`src/rtl/exers_station.sv`:
```
// exers_station: collapsing-age reservation station with writeback wakeup and a registered issue slot
module exers_station #(
  parameter int DEPTH = 4
) (
  input  logic        clk,
  input  logic        rst,
  input  logic        rename_exers_write,
  input  logic [4:0]  rename_op,
  input  logic [6:0]  rename_robid,
  input  logic [5:0]  rename_rd,
  input  logic        rename_op1ready,
  input  logic [31:0] rename_op1,
  input  logic        rename_op2ready,
  input  logic [31:0] rename_op2,
  input  logic [31:0] rename_imm,
  output logic        exers_stall,
  input  logic        wb_valid,
  input  logic [6:0]  wb_robid,
  input  logic [31:0] wb_result,
  input  logic        rob_flush,
  output logic        exers_issue_valid,
  output logic [4:0]  exers_issue_op,
  output logic [6:0]  exers_issue_robid,
  output logic [5:0]  exers_issue_rd,
  output logic [31:0] exers_issue_op1,
  output logic [31:0] exers_issue_op2,
  output logic [31:0] exers_issue_imm,
  input  logic        alu_stall
);
  localparam int CW = $clog2(DEPTH + 1);
  localparam int SW = $clog2(DEPTH);
  typedef struct packed {
    logic        v;
    logic [4:0]  op;
    logic [6:0]  robid;
    logic [5:0]  rd;
    logic        r1;
    logic [31:0] op1;
    logic        r2;
    logic [31:0] op2;
    logic [31:0] imm;
  } ent_t;
  ent_t [DEPTH-1:0] ent_q, ent_d;
  ent_t [DEPTH:0]   wk;
  ent_t             nw, iss_q, iss_d;
  logic [CW-1:0]    count_q, count_d;
  logic [SW-1:0]    sel;
  logic             found, can_issue, wr;
  assign exers_stall = (count_q == CW'(DEPTH));
  always_comb begin
    wk = '0;
    for (int i = 0; i < DEPTH; i++) begin
      wk[i] = ent_q[i];
      if (wb_valid && !wk[i].r1 && wk[i].op1[6:0] == wb_robid) begin
        wk[i].op1 = wb_result;
        wk[i].r1  = 1'b1;
      end
      if (wb_valid && !wk[i].r2 && wk[i].op2[6:0] == wb_robid) begin
        wk[i].op2 = wb_result;
        wk[i].r2  = 1'b1;
      end
    end
    // incoming operands that match this cycle's writeback are captured directly
    nw = '{v: 1'b1, op: rename_op, robid: rename_robid, rd: rename_rd,
           r1: rename_op1ready, op1: rename_op1, r2: rename_op2ready, op2: rename_op2, imm: rename_imm};
    if (wb_valid && !nw.r1 && nw.op1[6:0] == wb_robid) begin
      nw.op1 = wb_result;
      nw.r1  = 1'b1;
    end
    if (wb_valid && !nw.r2 && nw.op2[6:0] == wb_robid) begin
      nw.op2 = wb_result;
      nw.r2  = 1'b1;
    end
    sel   = '0;
    found = 1'b0;
    for (int i = DEPTH - 1; i >= 0; i--) begin
      if (ent_q[i].v && ent_q[i].r1 && ent_q[i].r2) begin
        sel   = SW'(i);
        found = 1'b1;
      end
    end
    can_issue = found && (!iss_q.v || !alu_stall);
    wr        = rename_exers_write && !exers_stall && !rob_flush;
    for (int i = 0; i < DEPTH; i++) begin
      ent_d[i] = (can_issue && i >= int'(sel)) ? wk[i+1] : wk[i];
      if (wr && i == int'(count_q) - int'(can_issue)) ent_d[i] = nw;
    end
    if (rob_flush) ent_d = '0;
    count_d = rob_flush ? '0 : count_q - CW'(can_issue) + CW'(wr);
    iss_d   = rob_flush ? '0 : can_issue ? ent_q[sel] : alu_stall ? iss_q : '0;
  end
  always_ff @(posedge clk or negedge rst) begin
    if (!rst) begin
      ent_q   <= '0;
      count_q <= '0;
      iss_q   <= '0;
    end else begin
      ent_q   <= ent_d;
      count_q <= count_d;
      iss_q   <= iss_d;
    end
  end
  assign exers_issue_valid = iss_q.v;
  assign exers_issue_op    = iss_q.op;
  assign exers_issue_robid = iss_q.robid;
  assign exers_issue_rd    = iss_q.rd;
  assign exers_issue_op1   = iss_q.op1;
  assign exers_issue_op2   = iss_q.op2;
  assign exers_issue_imm   = iss_q.imm;
endmodule

```
`config.mk`:
```
export PLATFORM = sky130hd
export DESIGN_NAME = exers_station
export DESIGN_NICKNAME = d
export VERILOG_FILES = /design/src/rtl/exers_station.sv
export SDC_FILE = /design/constraint.sdc
export NUM_CORES = 2
export LEC_CHECK = 0
export CAP_MARGIN = 20
export CORE_MARGIN = 2
export CORE_UTILIZATION = 50
export CTS_CLUSTER_SIZE = 30
export DETAILED_ROUTE_END_ITERATION = 10
export PLACE_DENSITY = 0.72
export SLEW_MARGIN = 20
export SYNTH_ARGS = -nofsm -noshare
export SYNTH_HDL_FRONTEND = slang
export SYNTH_SLANG_ARGS = --single-unit
```
`constraint.sdc`:
```
create_clock -name clk -period 3.6 [get_ports clk]
set_input_delay 0.54 -clock clk [delete_from_list [all_inputs] [get_ports clk]]
set_output_delay 0.54 -clock clk [all_outputs]
set_load 0.01 [all_outputs]
```
==> metrics.md <==
| Metric | Value |
|---|---|
| Internal | 13.2 mW |
| Power Density | ~500 nW/um^2 |
| RSZ-0062 raised after global routing | yes |
| Syn Inst Count | 3,329 |
| Power share of the sequential group | approximately 41% |
| Share of layout cells above drive strength 1 | 8.43% |
| Switching Power | a little over 6 mW |
| Outcome | finished clean |
| Total grt overflow | 0 |
| Wirelength per Cell | approximately 27 um |
| Die area | 66,100 sq um |
| Warnings, synthesis | 0 |
| Max Cap Viol | 0 |
| Synthesized area | about 32,000 sq um |
| Final min period | between 3000 and 4000 ps |
| H-tree levels | 3 |
| Number of synthesized flops with an enable pin | 0 |
| Fraction of power consumed by combinational cells | 22.1% |
| Clk_skew | roughly 26 ps |
| Clock slew at reported path FFs | around 60 ps |
| Nets | ~3,600 |
| FF-to-FF Start | ent_q[181] |
| DRT Pass-1 Iters | 6 |
| P_leak | 17.9 nW |
| Global-route wire length before repair | about 180,000 um |
| CORE AREA | between 60,000 and 70,000 sq um |
| Num CTS Buffers | 66 |
| R2r worst-path depth | 14 |
| Share of the synthesized area in the top cell type | between 40% and 50% |
| Antenna Nets Post-Route | 0 |
| Root Driver | clkbuf_16 |
| HPWL Detailed | between 60,000 and 70,000 um |
| Worst Tran Pin Value | 1080 ps |
| Crit path largest cell delay | slightly above 400 ps |
| Crit path launch | ent_q[181] |
| Clock share of power | between 30% and 40% |
| Post-layout util | 61.3% |
| Hold Vio Cnt, Final | 0 |
| Vias in the first global route | ~31,000 |
| Residual DRC | 0 |
| Final Wtd Congestion | 0.899 |
| Maximum fanout along the worst path | 17 |
| Worst R2R Setup Slack | about 140 ps |
| Library cells used by synthesis | just under 60 |
| Layout overhead on the synthesized area | 20.9% |
| Mapped Nets | between 3,000 and 4,000 |
| Chip Width | between 200 and 300 um |
| # setup viols final | 0 |
| FF-to-FF End | ent_q[32] |
| DR vias | between 30,000 and 40,000 |
| Row count | 92 |
| Most used cell, CP | ha_1 |
| Sw Ratio | between 30% and 40% |
| Primary FF master, synth | dfrtp_1 |
| CP endpoint | ent_q[32] |
| Crit Path Category | reg2reg |
| Post-synthesis sequential area ratio | between 40 and 50% |
| Crit-path slowest cell | dfrtp_1 |
| Count leader, synth | dfrtp_1 |
| Setup bufs post-CTS | 0 |
| Clock sink count | 586 |
| GRT Total Usage | roughly a third |
| Setup_tns | 0 ps |
| Die Y | 257 um |
| Buffers on Ports | approximately 280 |
| Fin crit share | a little over nine tenths |
| Num ports | about 280 |
| Crit path DAT | 4010 ps |
| Hold crit path type | reg2reg |
| Crit path cell chain | and3_1 > or2_2 > o21ai_1 > inv_1 > ha_1 > ha_1 > xnor2_1 > and4_1 > and3_4 > a211oi_1 > buf_4 > a211oi_4 > buf_12 > a221o_1 |
| Most instantiated cells after synthesis | dfrtp_1 (586), nand2_1 (550), mux2i_1 (392) |
| Worst setup SP type | flip-flop |
| Mean Syn Cell Area | between 9 and 10 sq um |
| Ranking of synthesized cells by area | dfrtp_1 (46%), mux2i_1 (12%), nand2_1 (6.4%) |
| Worst VDD drop | 299 uV |
| CTS tree | yes |
| #FFs+latches synth | 586 |
| DR vias/cell | 6.87 |
| Area leader, netlist | dfrtp_1 |
| Largest net degree at the start of global routing | around 120 |
| Max clock buf depth | 3 |
| Initial antenna violation count | 10 |
| Post-synth ARST share | between 90% and 100% |
| Worst skew pair latency | about 630 ps |
| Worst endpoint required time | 4140 ps |
| Final slew viol count | 0 |
| Final WL | 117,000 um |
| Fmax | around 290 MHz |
| Drt first-iter violations | between 3,000 and 4,000 |
| Initial Util | 50.7% |
| CP endpoint kind | flip-flop |
| Worst slew margin | between 20% and 30% |
==> power groups by stage <==
| stage | clock [mW] | combinational [mW] | sequential (mW) |
|---|---|---|---|
| global route | 7.45 | 4.52 | 7.97 |
| detailed placement | 0 | 4.13 | 7.98 |
| finish | 7.10 | 4.26 | 7.89 |
| global placement | 0 | 4.02 | 7.93 |
| floorplan | 0 | 2.46 | 7.81 |
| CTS | 7.14 | 4.16 | 7.87 |
==> area by class of cell <==
type | count | area [sq um]
tap | 846 | 1060
timing repair buffer | 431 | 4650
clock buffer | 94 | 1840
sequential | 586 | 14700
clock inverter | 25 | 384
multi-input combinational | 2378 | 16100
inverter | 9 | 33.8
fill | 5062 | 24500
antenna | 8 | 20.0
==> what timing repair did <==
action                                  in CTS  in global routing
endpoints found under the setup margin       0                 55
endpoints found under the hold margin       14                  0
gates resized for setup                      0                  2
hold buffers                                 1                  0
==> cell usage in the layout, fill, tap and decap left out, drive strengths merged, types with 69 or more instances in the layout <==
| master | synthesis | final |
|---|---|---|
| dfrtp | 586 | 586 |
| nand2 | 550 | 550 |
| mux2i | 392 | 392 |
| nor2 | 325 | 325 |
| clkdlybuf4s50 | 0 | 274 |
| buf | 98 | 156 |
| a311oi | 150 | 150 |
| nand3 | 136 | 136 |
| a32o | 114 | 114 |
| o22a | 98 | 98 |
| clkbuf | 258 | 94 |
| o22ai | 93 | 93 |
| a21oi | 69 | 69 |
==> worst min path at each step <==
stage | startpoint | end | slack [ps] | depth (start not counted)
final | exers_issue_op1[10] | exers_issue_op1[10] | 490 | 1
after global routing | exers_issue_imm[2] | exers_issue_imm[2] | 510 | 1
after CTS | exers_issue_op2[8] | exers_issue_op2[8] | 490 | 1
after detailed placement | exers_issue_op2[8] | exers_issue_op2[8] | 480 | 1
after global placement | exers_issue_robid[4] | exers_issue_robid[4] | 480 | 1
after floorplan | rst | count_q[0] | 240 | 0
==> routing by layer <==
layer,track usage (%),part of all wire [%],up-vias
met5,0,0.020,-
met4,18.5,4.9,4
met3,7.90,11,461
met2,54.1,45,2053
met1,45.7,39,14924
li1,-,-,12614
==> kinds of logic (layout without fill, tap and decap cells) <==
kind of cell	count (synthesis)	count (layout)	synth area share [%]
compound gates	824	824	21.0
flops	586	586	45.8
fa+ha+maj	6	6	0.258
mux	392	392	12.3
buf+inv	365	559	4.79
other cells	0	8	0
xor+xnor	72	72	1.97
simple gates	1084	1084	13.9
==> worst max-delay path: cells and delay by family (launching register included) <==
kind	cells	cell delay, ps
buf+inv	3	460
simple gates	4	1080
compound gates	4	800
fa+ha+maj	2	400
flops	1	410
xor+xnor	1	210
==> metrics by stage <==
stage | hold WS (ps) | cells | power [mW] | worst slack [ps] | cell area, sq um
after floorplan | 244 | 3329 | 10.3 | 204 | 32000
after global placement | 475 | 4249 | 12.0 | 42.5 | 36500
after detailed placement | 480 | 4249 | 12.1 | -43.4 | 36500
after CTS | 493 | 4369 | 19.2 | 139 | 38700
after global routing | 505 | 4376 | 19.9 | -39.4 | 38700
final | 491 | 4377 | 19.3 | 136 | 38700
==> state kept, by name, indices dropped and copies added, names as in the netlist <==
name and flops:
exers_issue_op2 32, exers_issue_imm 32, count_q 3, ent_q 468
exers_issue_op 5, exers_issue_rd 6, exers_issue_op1 32, exers_issue_valid 1
exers_issue_robid 7
(Power assumes the default switching activity.)
